File: src/rtl/hazard_scoreboard.sv
// Pipeline hazard unit: load-use and mult/div stalls, youngest-first operand
// forwarding select, a mult/div busy tracker and a saturating stall counter.

module fwdStageMatch (
    input  logic [4:0] wa,
    input  logic       we,
    input  logic [4:0] rsE,
    input  logic [4:0] rtE,
    output logic       hitA,
    output logic       hitB
);
    // Register 0 is hardwired zero, so it is never forwarded.
    assign hitA = we && (wa == rsE) && (rsE != 5'd0);
    assign hitB = we && (wa == rtE) && (rtE != 5'd0);
endmodule

module hazard_scoreboard #(
    parameter int NUM_FWD    = 2,
    parameter int MD_LATENCY = 8,
    parameter int SW         = $clog2(NUM_FWD + 1)
) (
    input  logic                 clk,
    input  logic                 reset_n,
    input  logic [4:0]           rs_d,
    input  logic [4:0]           rt_d,
    input  logic                 use_rs_d,
    input  logic                 use_rt_d,
    input  logic                 md_start_d,
    input  logic                 hilo_rd_d,
    input  logic [4:0]           wa_e,
    input  logic                 reg_write_e,
    input  logic                 mem_to_reg_e,
    input  logic [4:0]           rs_e,
    input  logic [4:0]           rt_e,
    input  logic [5*NUM_FWD-1:0] wa_fwd,
    input  logic [NUM_FWD-1:0]   reg_write_fwd,
    output logic [SW-1:0]        fwd_a_sel,
    output logic [SW-1:0]        fwd_b_sel,
    output logic                 stall_d,
    output logic                 flush_e,
    output logic                 md_busy,
    output logic                 md_done,
    output logic [31:0]          stall_count
);
    localparam logic [1:0] IDLE = 2'd0;
    localparam logic [1:0] BUSY = 2'd1;
    localparam logic [1:0] DONE = 2'd2;

    logic [1:0]         state;
    logic [7:0]         cnt;
    logic [31:0]        stallCnt;
    logic               loadUse, mdHold, stall, mdAccept;
    logic [NUM_FWD-1:0] hitA, hitB;

    assign loadUse = mem_to_reg_e && reg_write_e && (wa_e != 5'd0) &&
                     ((use_rs_d && (rs_d == wa_e)) || (use_rt_d && (rt_d == wa_e)));
    assign mdHold   = md_busy && (md_start_d || hilo_rd_d);
    assign stall    = loadUse || mdHold;
    assign stall_d  = stall;
    assign flush_e  = stall;
    assign mdAccept = md_start_d && !stall;

    for (genvar k = 0; k < NUM_FWD; k++) begin : gStage
        fwdStageMatch uMatch (
            .wa  (wa_fwd[5*k +: 5]),
            .we  (reg_write_fwd[k]),
            .rsE (rs_e),
            .rtE (rt_e),
            .hitA(hitA[k]),
            .hitB(hitB[k])
        );
    end

    // Scan oldest to youngest so the youngest matching stage overrides.
    always_comb begin
        fwd_a_sel = '0;
        fwd_b_sel = '0;
        for (int k = NUM_FWD - 1; k >= 0; k--) begin
            if (hitA[k]) fwd_a_sel = SW'(k + 1);
            if (hitB[k]) fwd_b_sel = SW'(k + 1);
        end
    end

    always_ff @(posedge clk or negedge reset_n) begin
        if (!reset_n) begin
            state <= IDLE;
            cnt   <= 8'd0;
        end else begin
            case (state)
                IDLE, DONE: begin
                    if (mdAccept) begin
                        state <= BUSY;
                        cnt   <= 8'(MD_LATENCY - 1);
                    end else begin
                        state <= IDLE;
                    end
                end
                BUSY: begin
                    if (cnt != 8'd0) cnt <= cnt - 8'd1;
                    else             state <= DONE;
                end
                default: state <= IDLE;
            endcase
        end
    end

    assign md_busy = (state == BUSY);
    assign md_done = (state == DONE);

    always_ff @(posedge clk or negedge reset_n) begin
        if (!reset_n)                           stallCnt <= 32'd0;
        else if (stall && (stallCnt != '1))     stallCnt <= stallCnt + 32'd1;
    end

    assign stall_count = stallCnt;
endmodule

File: config.mk
export PLATFORM = sky130hd
export DESIGN_NAME = hazard_scoreboard
export DESIGN_NICKNAME = d
export VERILOG_FILES = /design/src/rtl/hazard_scoreboard.sv
export SDC_FILE = /design/constraint.sdc
export NUM_CORES = 1
export LEC_CHECK = 0
export CAP_MARGIN = 0
export CORE_MARGIN = 2
export CORE_UTILIZATION = 30
export CTS_CLUSTER_SIZE = 24
export DETAILED_ROUTE_END_ITERATION = 8
export GPL_ROUTABILITY_DRIVEN = 0
export PLACE_DENSITY = 0.59
export RECOVER_POWER = 50
export SLEW_MARGIN = 10
export SYNTH_ARGS = -nofsm -noshare
export SYNTH_HDL_FRONTEND = slang
export SYNTH_SLANG_ARGS = --single-unit
File: constraint.sdc
create_clock -name clk -period 2.8 [get_ports clk]
set_input_delay 0.84 -clock clk [delete_from_list [all_inputs] [get_ports clk]]
set_output_delay 0.84 -clock clk [all_outputs]
set_load 0.005 [all_outputs]
Word-level counts from Yosys, hierarchy flattened --
Cells that the tools add are included. W data, S select, Z words.
Operators by class: add/subtract/negate cells 2, eq/ne operators 12, multiplexer cells 10, reduce and logical (&&, ||, !) cells 28
Operators by type and width (number):
- $add A32 B1 Y32 const B | 1
- $ne A32 B32 Y1 const B | 1
- $eq A5 B5 Y1 | 6
- $logic_and A1 B1 Y1 | 16
- $mux W8 | 2
- $pmux W8 S2 | 1
- $reduce_bool A5 Y1 | 3
- $mux W2 | 5
- $reduce_bool A8 Y1 | 1
- $sub A8 B1 Y8 const B | 1
- $ne A2 B2 Y1 const B | 2
- $pmux W2 S2 | 1
- $logic_or A1 B1 Y1 | 3
- $reduce_and A3 Y1 | 1
- $eq A2 B1 Y1 const B | 1
- $eq A2 B2 Y1 const B | 1
- $logic_not A2 Y1 | 1
- $ne A2 B1 Y1 const B | 1
- $reduce_bool A2 Y1 | 1
- $reduce_or A2 Y1 | 1
- $logic_not A1 Y1 | 1
- $mux W1 | 1
Word-level totals: flip-flop bits (word level) 42, input bits 45, output and inout bits 40, word-level logic and storage cells 55

Depth between registers and ports, before layout --
Gate-level depths: netlist (run 1).
depth after elaboration 9, gate-level depth with buffers 8, gate-level depth less buffers 7

By module --
Synthesis (run 1) repeated with hierarchy kept, for this count alone.
Unflattened totals: cells, all modules 270, area total of the unflattened synthesis 2636.3 µm²
By module, submodules not included:
- hazard_scoreboard | instances 1, cells an instance 230, area an instance 2356.0 µm², sequential area each 1051.0 µm²
- fwdStageMatch | instances 2, cells an instance 20, area an instance 140.1 µm², sequential area each 0.0 µm²

Worst setup path before layout (run 1) --
Ideal clock, no wire load.
path type input-to-output, start input port wa_e[0], end output port stall_d, arrival 1998 ps, data required time 1960 ps, path slack -38 ps, cell stages on the path 5, buffers on the path 1, path through or3_1 > o311a_4 > a21oi_4 > inv_1 > buf_4
On the way: cells in the longest elaborated chain, start to end 5, elaborated cells between the ends (all ways) 9, those cells by class eq/ne: 2; reduce/logical: 7
Ends and longest elaborated chain:
- start: declaration | RTL line 30 | input logic [4:0] wa_e,
- $eq A5 B5 Y1 | RTL line 56 | ((use_rs_d && (rs_d == wa_e)) || (use_rt_d && (rt_d == wa_e)));
- $logic_and A1 B1 Y1 | RTL line 56
- $logic_or A1 B1 Y1 | RTL line 56
- $logic_and A1 B1 Y1 * | RTL line 55 | assign loadUse = mem_to_reg_e && reg_write_e && (wa_e != 5'd0) &&
- $logic_or A1 B1 Y1 * | RTL line 58 | assign stall = loadUse || mdHold;
- end: declaration | RTL line 39 | output logic stall_d,
Every way passes the cells marked *; elsewhere a longest branch is shown, timed or not.

Worst setup path after layout (run 1) --
start input port rs_e[4], end output port fwd_a_sel[1]
On the way: cells in the longest elaborated chain, start to end 5, elaborated cells between the ends (all ways) 9, those cells by class eq/ne: 2; mux: 2; reduce/logical: 5
Ends and longest elaborated chain:
- start: declaration | RTL line 33 | input logic [4:0] rs_e,
- $eq A5 B5 Y1 | RTL line 13 | assign hitA = we && (wa == rsE) && (rsE != 5'd0);
- $logic_and A1 B1 Y1 (2 in a row) | RTL line 13
- $mux W2 | RTL line 79 | if (hitA[k]) fwd_a_sel = SW'(k + 1);
- $mux W2 * | RTL line 79
- end: declaration | RTL line 37 | output logic [SW-1:0] fwd_a_sel,
Marks and branches as above.

==> impl_metrics.csv, run 1 <==
group,metric,value,unit
floorplanning,initial_utilization,31.1,%
drt,wl_per_cell,13.8,um
cells_and_area,fin_area,3970,sq um
place,placed_area,3740,sq um
cells_and_area,insertedDiodeCount,0,
clock_network,root_buffer,"clkbuf_8",
timing,final.setup.worst_slack,-0.0764,ns
worst_setup_path,cp_max_fo,2,
floorplanning,die_h,96.8,um
drt,dr.pass1.iters,4,
cells_and_area,final_util,47.8,%
worst_setup_path,rr_worst_depth,6,
clock_network,max-clock-path-buffers,2,
timing,hold_violations,0,
worst_setup_path,cp.required,1.96,ns
timing,worst_pin_slew,1.45,ns
logic_synthesis,synth_cells,256,
clock_network,cts_hold_buf,0,
timing,setup-violations-final,4,
logic_synthesis,synth_fp_nets,304,
logic_synthesis,synth_area_per_cell,10.1,sq um
cells_and_area,layout-drive-gt1-share,27.9,%
timing,fin_skew,0.00793,ns
place,dp.final_hpwl,5240,um
cells_and_area,nNetsFinal,431,
place,port_buffers,84,
power_and_ir_drop,vdd_drop_max,0.000423,V
clock_network,clkSinkCount,42,
timing,period_needed,2.88,ns
worst_setup_path,crit_path_max_incr_delay,0.53,ns
worst_setup_path,critPathCapture,"fwd_a_sel[1]",
timing,slew_headroom,3.51,%
floorplanning,rows,33,
grt,grt_overflow,0,
clock_network,clk_latency,0.30,ns
drt,drc,0,
cells_and_area,layout_common_cells,"xnor2_1 (44), dfrtp_1 (42), buf_4 (39), clkdlybuf4s50_1 (29), nand2_1 (24)",
drt,viasPerCell,4.79,
run_status,failed_checks,"negative setup slack",
grt,grtUsageTotal,14.7,%
timing,rsz0062_at_grt,"true",
flow_run,maxCapViolations,0,
drt,drt_iter0_drc,47,
worst_setup_path,start_kind,"primary input",
cells_and_area,mostFrequentLayoutCell,"xnor2_1",
worst_setup_path,setup.worst_path.start,"rs_e[4]",
worst_setup_path,cp-end-kind,"output port",
run_status,outcome,"finished with violations",
worst_setup_path,timing.rr.start,"stall_count[2]",
min_path,hp-class,"reg -> reg",
power_and_ir_drop,p_leak,1.76,nW
clock_network,htreeDepth,2,
floorplanning,dieArea,9370,sq um
logic_synthesis,yosysWarnings,0,
drt,num_vias,2342,
worst_setup_path,r2r_end,"stall_count[30]",
floorplanning,core_area,8300,sq um
grt,grt_start_max_net_pins,27,
worst_setup_path,ff2ff_setup_slack,0.67,ns
worst_setup_path,crit_path_cell_trace,"buf_6 -> or4_4 -> nor2_4 -> nor4_4 -> nor4_2 -> buf_2",
timing,final-max-slew-violation-count,0,
clock_network,cts_tree,"yes",
grt,antenna_found_initial,0,
cells_and_area,area_delta_synth_final,53.7,%
logic_synthesis,synth_seq_cells,42,
power_and_ir_drop,p_per_area,514,nW/um^2
clock_network,cts_buffers,5,
min_path,whs_path_depth,1,
drt,wirelength,6740,um
timing,fmax,0.348,GHz
logic_synthesis,netlist_area,2580,sq um
grt,grt_first_pass_wirelength,11500,um
drt,ant_nets,0,
logic_synthesis,synth_cell_types,43,
worst_setup_path,crit_type,"in -> out",
grt,grt_pass1_vias,2343,
floorplanning,die_w,96.8,um
floorplanning,ios,85,
logic_synthesis,ys_seq_area_share,40.7,%
worst_setup_path,cp_slowest_cell,"or4_4",
timing,fin_crit_sh,103,%
worst_setup_path,arrival,2.04,ns
clock_network,clk_pin_slew_worst_paths,0.08,ns
-- registers in the layout, summed over array words and instances (netlist names) --
register and count:
state 2, stall_count 32, cnt 8
-- kinds of logic after synthesis --
group           after synthesis  share of synthesized area, %
flops                        42                          40.7
fa+ha+maj                     3                          1.45
buf+inv                      15                          3.49
xor+xnor                     61                          20.7
compound gates               20                          6.44
simple gates                114                          26.8
mux                           1                         0.436
-- synth_stat cells, drive strengths merged --
cell type / number / share of area, %
xnor2: 47 / 16
dfrtp: 42 / 41
nand2: 25 / 3.7
nand4: 16 / 3.9
xor2: 14 / 4.7
nand3: 13 / 3.7
nor3: 11 / 3.0
nor2: 10 / 1.5
and3: 9 / 2.2
nor4: 8 / 2.5
buf: 7 / 2.3
and4: 6 / 2.2
inv: 6 / 0.87
a21oi: 5 / 1.4
a31oi: 5 / 1.2
and2: 3 / 0.73
ha: 3 / 1.5
nand3b: 3 / 0.87
clkbuf: 2 / 0.29
nand2b: 2 / 0.48
nor2b: 2 / 0.48
o211ai: 2 / 0.77
o21ai: 2 / 0.53
or2: 2 / 0.48
or4: 2 / 0.58
a22o: 1 / 0.34
a2bb2oi: 1 / 0.34
mux2: 1 / 0.44
nor3b: 1 / 0.29
o221a: 1 / 0.44
o22ai: 1 / 0.24
o311a: 1 / 0.82
o311ai: 1 / 0.34
or3: 1 / 0.24
-- critical path, delay by kind of cell --
kind / cells / cell delay [ns]
AND/OR/NAND/NOR: 4 / 0.95
buffers and inverters: 2 / 0.24
-- layout make-up --
cell class	count	area (sq um)
flip-flops and latches	42	1050
clock inverters	2	13.8
multi-input cells	199	1550
well taps	105	131
inverters	6	22.5
repair buffers	129	1120
fillers	777	4330
clock buffers	6	72.6
-- metrics by stage --
| stage | std cells | TNS, ns | hold slack, ns | setup WS [ns] | power [W] |
|---|---|---|---|---|---|
| 2_1_floorplan | 256 | 0 | 0.422 | 0.00904 | 0.00126 |
| 3_3_place_gp | 469 | -9.17 | 0.442 | -0.834 | 0.00164 |
| 3_5_place_dp | 469 | -9.90 | 0.447 | -0.900 | 0.00165 |
| 4_1_cts | 483 | -0.427 | 0.459 | -0.130 | 0.00206 |
| 5_1_grt | 489 | -0.455 | 0.481 | -0.150 | 0.00219 |
| 6_report | 489 | -0.166 | 0.459 | -0.0764 | 0.00204 |
-- where the power goes --
part	leakage (nW)	switching, W	internal [W]
sequential	0.552	0.000120	0.000714
clock	0.0452	0.000219	0.000176
combinational	1.16	0.000376	0.000436
-- metal layers --
layer / wire (um) / GRT usage [%] / share of wire [%]
met2: 3140 / 24.2 / 47
met4: 44 / 2.60 / 0.65
met5: 0 / 0 / 0
met1: 3250 / 19.7 / 48
met3: 298 / 3.76 / 4.4
-- worst min-delay path by stage --
stage,to,startpoint,slack [ns]
global route,state[1],state[1],0.48
CTS,state[1],state[1],0.46
detailed placement,state[1],state[1],0.45
floorplan,state[1],state[1],0.42
finish,state[1],state[1],0.46
global placement,state[1],state[1],0.44
-- repair_timing --
action                     in CTS  in global routing
setup buffers                   6                  6
hold endpoints to repair        0                  0
pin swaps                      28                 19
gates resized for setup       116                 16
setup endpoints to repair       6                  5
gates cloned                    0                  0
No activity file was read; power rests on OpenSTA's default activity.
==> run 2, diff against run 1 <==
--- a/config.mk
+++ b/config.mk
@@ -11,6 +11,7 @@
 export CTS_CLUSTER_SIZE = 24
 export DETAILED_ROUTE_END_ITERATION = 8
 export GPL_ROUTABILITY_DRIVEN = 0
+export GPL_TIMING_DRIVEN = 0
 export PLACE_DENSITY = 0.59
 export RECOVER_POWER = 50
 export SLEW_MARGIN = 10
==> impl_metrics.csv, run 2 (same netlist as run 1, synthesis figures left out) <==
group,metric,value,unit
drt,top_layer,"met4",
worst_setup_path,arrival,2.07,ns
floorplanning,ios,85,
drt,wl_met3,382,um
drt,wirelength_met1,3120,um
place,dp.final_hpwl,4980,um
floorplanning,dieArea,9370,sq um
worst_setup_path,cp_max_fo,2,
floorplanning,core_area,8300,sq um
timing,hold_violations,0,
timing,setup-violations-final,4,
drt,ant_nets,0,
timing,final.setup.worst_slack,-0.111,ns
worst_setup_path,cp-end-kind,"output port",
worst_setup_path,timing.rr.start,"stall_count[23]",
drt,dr.pass1.iters,4,
min_path,hp-class,"reg -> reg",
timing,period_needed,2.91,ns
run_status,failed_checks,"negative setup slack",
clock_network,max-clock-path-buffers,2,
timing,rsz0062_at_grt,"true",
drt,viasPerCell,4.93,
cells_and_area,largest_reg_flops,32,
cells_and_area,multi_input_area,1540,sq um
drt,wirelength,6740,um
timing,fin_skew,0.00609,ns
cells_and_area,final_util,46.0,%
flow_run,maxCapViolations,0,
cells_and_area,fill_cells,792,
timing,finalSetupTns,-0.285,ns
floorplanning,die_h,96.8,um
cells_and_area,layout-drive-gt1-share,23.9,%
grt,grt_overflow,0,
floorplanning,rows,33,
clock_network,clk_latency,0.30,ns
timing,fmax,0.344,GHz
drt,wl_per_cell,14.4,um
place,placed_cells,446,
worst_setup_path,crit_type,"in -> out",
grt,grt_first_pass_wirelength,11200,um
grt,antenna_found_initial,0,
floorplanning,initial_utilization,31.1,%
cells_and_area,nNetsFinal,411,
power_and_ir_drop,p_per_area,532,nW/um^2
floorplanning,die_w,96.8,um
cells_and_area,layout_common_cells,"xnor2_1 (43), dfrtp_1 (42), clkdlybuf4s50_1 (30), nand2_1 (24), buf_4 (18)",
power_and_ir_drop,vdd_drop_max,0.000409,V
run_status,outcome,"finished with violations",
place,port_buffers,84,
timing,slew_headroom,22.2,%
drt,wl_met2,3110,um
cells_and_area,insertedDiodeCount,0,
timing,final-max-slew-violation-count,0,
clock_network,clk_pin_slew_worst_paths,0.08,ns
timing,fin_crit_sh,104,%
grt,grt_start_max_net_pins,26,
worst_setup_path,setup.worst_path.start,"wa_e[2]",
clock_network,cts_tree,"yes",
drt,drc,0,
drt,num_vias,2314,
clock_network,clkSinkCount,42,
cells_and_area,fin_cells,469,
min_path,hold_start,"state[1]",
grt,grt_pass1_vias,2305,
cells_and_area,area_delta_synth_final,47.6,%
worst_setup_path,cp.required,1.96,ns
cells_and_area,mostFrequentLayoutCell,"xnor2_1",
cells_and_area,regArea,1050,sq um
drt,drt_iter0_drc,72,
place,placed_area,3570,sq um
clock_network,cts_buffers,5,
clock_network,root_buffer,"clkbuf_8",
timing,worst_pin_slew,1.17,ns
worst_setup_path,start_kind,"primary input",
power_and_ir_drop,p_leak,1.68,nW
clock_network,cts_hold_buf,0,
cells_and_area,fin_area,3810,sq um
grt,grtUsageTotal,14.5,%
clock_network,htreeDepth,2,
-- run 2: changes by cell type in the layout (fill, tap and decap cells not counted), sizes merged --
| cell | previous run | this run |
|---|---|---|
| buf | 61 | 43 |
| clkdlybuf4s15 | 6 | 1 |
| clkinv | 2 | 1 |
| dlymetal6s2s | 3 | 5 |
| clkinvlp | 0 | 1 |
| clkbuf | 11 | 12 |
| clkdlybuf4s50 | 29 | 30 |
| dlygate4sd3 | 16 | 12 |
| dlygate4sd2 | 9 | 12 |
-- run 2: metal layers --
layer / track usage (%) / up-vias
met3: 3.90 / 12
met5: 0 / -
met1: 19.4 / 1106
met2: 23.0 / 77
li1: - / 1119
met4: 4.55 / 0
-- run 2: timing repair --
action                                  in CTS  in global routing
buffers inserted                            10                  5
resized for setup                          133                 18
pin swaps                                   28                 23
endpoints found under the setup margin       6                  6
-- run 2: critical path: stages --
cell and delay [ns]:
buf_8 0.09, or3_4 0.38, o311a_4 0.33, a21oi_4 0.16, inv_2 0.06, buf_6 0.11
buf_6 0.10
-- run 2: metrics by stage --
| step | hold slack (ns) | total power (W) | worst slack (ns) |
|---|---|---|---|
| 3_3_place_gp | 0.438 | 0.00158 | -1.01 |
| 3_5_place_dp | 0.446 | 0.00159 | -1.04 |
| 4_1_cts | 0.458 | 0.00205 | -0.175 |
| 6_report | 0.454 | 0.00203 | -0.111 |
| 2_1_floorplan | 0.422 | 0.00126 | 0.00904 |
| 5_1_grt | 0.488 | 0.00218 | -0.168 |
-- run 2: cell type report --
cell class                      instances  area share (%)
Inverter                                6           0.591
Tap cell                              105            3.44
Buffer                                  9            1.87
Sequential cell                        42            27.6
Timing Repair Buffer                  100            23.7
Clock inverter                          2           0.328
Clock buffer                            6            2.17
Multi-Input combinational cell        199            40.4
-- run 2: final timing paths --
check	end	slack [ns]	cells after the start
worst max-delay path	stall_d	-0.11	7
worst min-delay path	state[1]	0.45	1
worst max register to register	stall_count[24]	0.63	6
worst min register to register	state[1]	0.45	1
max in group asynchronous	stall_count[14]	0.51	2
min in group asynchronous	cnt[1]	0.67	1
-- run 2: where the power goes --
group	internal [W]	leakage [nW]	switching, W	total, W
clock network	0.000198	0.0472	0.000223	0.000421
logic	0.000403	1.08	0.000375	0.000778
registers	0.000714	0.552	0.000115	0.000829
==> run 3, diff against run 2 <==
--- a/config.mk
+++ b/config.mk
@@ -14,7 +14,7 @@
 export GPL_TIMING_DRIVEN = 0
 export PLACE_DENSITY = 0.59
 export RECOVER_POWER = 50
-export SLEW_MARGIN = 10
+export SLEW_MARGIN = 25
 export SYNTH_ARGS = -nofsm -noshare
 export SYNTH_HDL_FRONTEND = slang
 export SYNTH_SLANG_ARGS = --single-unit
==> results of run 3 <==
Same layout as run 2: the final DEF is identical, and so are final timing and power.
==> RTL edit 1 (settings of run 2) <==
Change the parameter `NUM_FWD` from 2 to 4.
--- a/src/rtl/hazard_scoreboard.sv
+++ b/src/rtl/hazard_scoreboard.sv
@@ -16,5 +16,5 @@
 
 module hazard_scoreboard #(
-    parameter int NUM_FWD    = 2,
+    parameter int NUM_FWD    = 4,
     parameter int MD_LATENCY = 8,
     parameter int SW         = $clog2(NUM_FWD + 1)
Ports: changed (resized fwd_a_sel, fwd_b_sel, reg_write_fwd and wa_fwd); port bits go from 85 to 99. No check against the original RTL was run, so the function may have changed too.
==> RTL edit 1 against run 2 <==
  * The flow still finishes with violations (negative setup slack)
  * Cell area grew 14%
  * Global-route usage rose by 0.74 points
  * Setup slack lost 0.16 ns
  * Clock skew grew 0.0027 ns
  * Total power increased by 9.1%
  * Wire length grew 19%
  * Critical endpoint is now fwd_a_sel[1]
  * Via count is 13% higher
  * Final cell count increased by 17%
  * Largest cell class unchanged
  * Synthesized area up 11%
  * Largest power group is now combinational cells
  * Sequential cell count did not move
==> RTL edit 1: results (changes against run 2) <==
- XOR/XNOR share of the synthesized area: 24.7% (+4.0 points)
- Yosys cell types: 48 (+12%)
- DP Wirelength: 6090 um (+22%)
- Nets: 480 (+17%)
- Synth area leaders: dfrtp_1, xnor2_1, xor2_1
- Slowest Stage Delay on Critical Path: 0.54 ns (+0.16 ns)
- CP max stage cell: or4_4
- Worst-margin pin slew: 1.14 ns (-0.0256 ns)
- Clock power frac: 17.5% (-3.3 points)
- Internal power: 0.00141 W (+7.2%)
- Failing checks: negative setup slack
- Endpoints failing setup: 8 (+4)
- Wire length on met3: 256 um (-33%)
- Number of DRC markers in iteration 0: 96 (+33%)
- Worst Setup Slack, final: -0.273 ns (-0.162 ns)
- Mux contribution to synthesized area: 0.783% (+0.35 points)
- Wl on met1: 3610 um (+16%)
- Total Routed Length: 8010 um (+19%)
- DP Worst Slack: -1.17 ns (-0.135 ns)
- Fillcell total: 912 (+15%)
- Leakage: 1.98 nW (+18%)
- Worst r2r src: stall_count[0]
- PortBufs: 88 (+4.8%)
- Sequential share of power: 39.1% (-1.8 points)
- Routing usage on met1: 20.0% (+0.57 points)
- Via density: 4.76 (-3.5%)
- IR drop worst, VDD: 0.213 mV (-48%)
- Global-route track usage on met2: 26.0% (+3.0 points)
- Post-Synth Adder-Cell Area: 1.30% (-0.15 points)
- Outcome: complete, but fails checks
- Most frequent cells after synthesis: xnor2_1, dfrtp_1, xor2_1
- First-pass GRT wire length: 12,600 um (+12%)
-- RTL edit 1: changes by cell type in the layout (fill, tap and decap cells not counted), moves of 4 or more --
cell	delta
nand3_1	+5
dlygate4sd3_1	+4
nor3_1	+8
nor4_2	+7
inv_1	+5
nor2_1	+4
nand3_2	-6
xor2_1	+23
clkdlybuf4s50_1	+9
-- RTL edit 1: worst max path at each step --
stage                         endpoint
after floorplan                stall_d
after global placement         stall_d
after detailed placement       stall_d
after CTS                      stall_d
after global routing      fwd_b_sel[0]
final                     fwd_a_sel[1]
-- RTL edit 1: timing repair --
action / 4_1_cts / 5_1_grt
pin swaps: 22 / 18
endpoints found under the setup margin: 14 / 15
gates resized for setup: 94 / 14
setup buffers: 10 / 7
-- RTL edit 1: per-stage QoR --
stage / utilization, % / TNS, ns / cells
floorplan: - / -0.238 / 307
global placement: 42.8 / -24.63 / 524
detailed placement: 43.1 / -13.41 / 525
CTS: 45.7 / -1.92 / 541
global route: 46.6 / -2.30 / 548
finish: 46.6 / -1.87 / 548
-- RTL edit 1: critical path: cells and delay by family --
kind | cells | cell delay [ns]
buf+inv | 3 | 0.38
simple gates | 5 | 1.02
-- RTL edit 1: cell type report --
class	instances	share of cell area, %
clock buffer	6	1.91
timing repair buffer	106	22.9
tap	129	3.73
sequential	42	24.3
buffer	16	3.76
multi-input combinational	238	42.5
inverter	11	0.954
-- RTL edit 1: logic make-up (layout without fill, tap and decap cells) --
family	after synthesis	after routing
buf+inv	27	139
xor+xnor	81	81
fa+ha+maj	3	3
mux	2	2
compound gates	25	25
simple gates	127	127
flops	42	42
==> RTL edit 2 (config.mk and constraints of run 2) <==
Made on the original files. Put one more register stage on the output `stall_count`, without a reset. The value now appears one clock later. The other outputs are not delayed to match.
--- a/src/rtl/hazard_scoreboard.sv
+++ b/src/rtl/hazard_scoreboard.sv
@@ -113,5 +113,7 @@
     end
 
-    assign stall_count = stallCnt;
+    always_ff @(posedge clk) begin
+        stall_count <= stallCnt;
+    end
 endmodule
 
Check against the original RTL: not equivalent (a bounded check fails within 4 cycles, from zero or initial values and one cycle with reset_n low).
==> RTL edit 2 against run 2 <==
  * The flow still finishes with violations (negative setup slack)
  * Critical path type unchanged
  * Wire length up 6.1%
  * Setup slack worse by 0.11 ns
  * Sequential cell count increased by 32
  * Synthesized area rose by 25%
  * Utilization decreased by 2.0 points
  * Synthesized cell count increased by 16%
  * Non-clock buffer count is 7 lower
  * Via count up 8.8%
  * Total power grew 49%
  * Cell area is 20% higher
==> RTL edit 2: results (changes against run 2) <==
- Fillcell total: 1,030 (+30%)
- HP Start: stallCnt[23]
- XOR/XNOR share of the synthesized area: 16.5% (-4.1 points)
- Vias in the first global route: 2,615 (+13%)
- WP data arrival: 2.18 ns (+0.11 ns)
- Slowest Stage Delay on Critical Path: 0.52 ns (+0.14 ns)
- Worst Setup Slack, final: -0.216 ns (-0.106 ns)
- Via density: 4.64 (-5.9%)
- Crit path max-delay family: simple AND/OR/NAND/NOR gates
- FFs w/ async S/R, synth: 56.8% (-43 points)
- Worst r2r src: stallCnt[0]
- Clock latency at the later pin of the worst-skew pair: 0.34 ns (+0.04 ns)
- First-pass GRT wire length: 12,200 um (+8.1%)
- Final TNS setup: -0.513 ns (-0.228 ns)
- Placed Cells incl. Taps: 518 (+16%)
- Endpoints failing setup: 4 (unchanged)
- Yosys cell types: 45 (+4.7%)
- Failing checks: negative setup slack
- Clock power frac: 27.1% (+6.3 points)
- Mux contribution to synthesized area: 0.697% (+0.26 points)
- DP Wirelength: 5390 um (+8.3%)
- Most frequent cells after synthesis: dfrtp_1, dfxtp_1, xnor2_1
- WL/cell: 13.2 um (-8.2%)
- Mean Syn Cell Area: 10.9 sq um (+7.8%)
- Largest net degree at the start of global routing: 23 (-12%)
- Internal power: 0.00206 W (+57%)
- Outcome: complete, but fails checks
- Layout cells sized above 1: 20.4% (-3.5 points)
- Pwr dens: 661 nW/um^2 (+24%)
- Leakage: 2.01 nW (+20%)
- Area Overhead vs Synth: 41.1%
- Post-synth net total: 345 (+13%)
- CTS Buf Count: 9 (+4)
- Worst-margin pin slew: 1.18 ns (+0.0195 ns)
-- RTL edit 2: cell types whose count changed in the layout (fill, tap and decap cells not counted), moves of 4 or more --
cell | run 2 | this run
and4_1 | 4 | 0
buf_4 | 18 | 12
clkdlybuf4s50_1 | 30 | 50
dfxtp_1 | 0 | 32
dlygate4sd2_1 | 12 | 3
dlygate4sd3_1 | 12 | 0
inv_1 | 5 | 10
nand3_2 | 6 | 2
nand4_1 | 16 | 12
nor3_1 | 9 | 17
nor4_2 | 1 | 9
xnor2_1 | 43 | 31
xor2_1 | 14 | 29
-- RTL edit 2: layer usage --
| metal | GRT usage (%) | part of all wire [%] | vias up |
|---|---|---|---|
| li1 | - | - | 1249 |
| met1 | 16.7 | 46 | 1170 |
| met3 | 3.63 | 6.6 | 9 |
| met2 | 21.3 | 47 | 89 |
| met4 | 4.85 | 1.1 | 0 |
| met5 | 0 | 0 | - |
-- RTL edit 2: area by class of cell --
class | instances | area share (%)
clock buffer | 10 | 2.80
inverter | 10 | 0.823
clock inverter | 6 | 1.40
sequential | 74 | 37.1
buffer | 9 | 1.51
tap | 136 | 3.73
multi-input combinational | 204 | 33.7
timing repair buffer | 93 | 19.0
-- RTL edit 2: repair_timing --
item,4_1_cts,5_1_grt
buffers inserted,4,4
pin swaps,17,14
gates resized for setup,119,18
hold endpoints to repair,0,0
setup endpoints to repair,8,6
-- RTL edit 2: path summary, 6_finish.rpt --
| path | endpoint | slack [ns] | cells after the start |
|---|---|---|---|
| min in group asynchronous | cnt[1] | 0.71 | 1 |
| worst max-delay path | stall_d | -0.22 | 7 |
| worst min-delay path | stall_count[23] | 0.39 | 0 |
| worst max register to register | stallCnt[1] | 0.50 | 7 |
| worst min register to register | stall_count[23] | 0.39 | 0 |
| max in group asynchronous | stallCnt[13] | 0.46 | 2 |
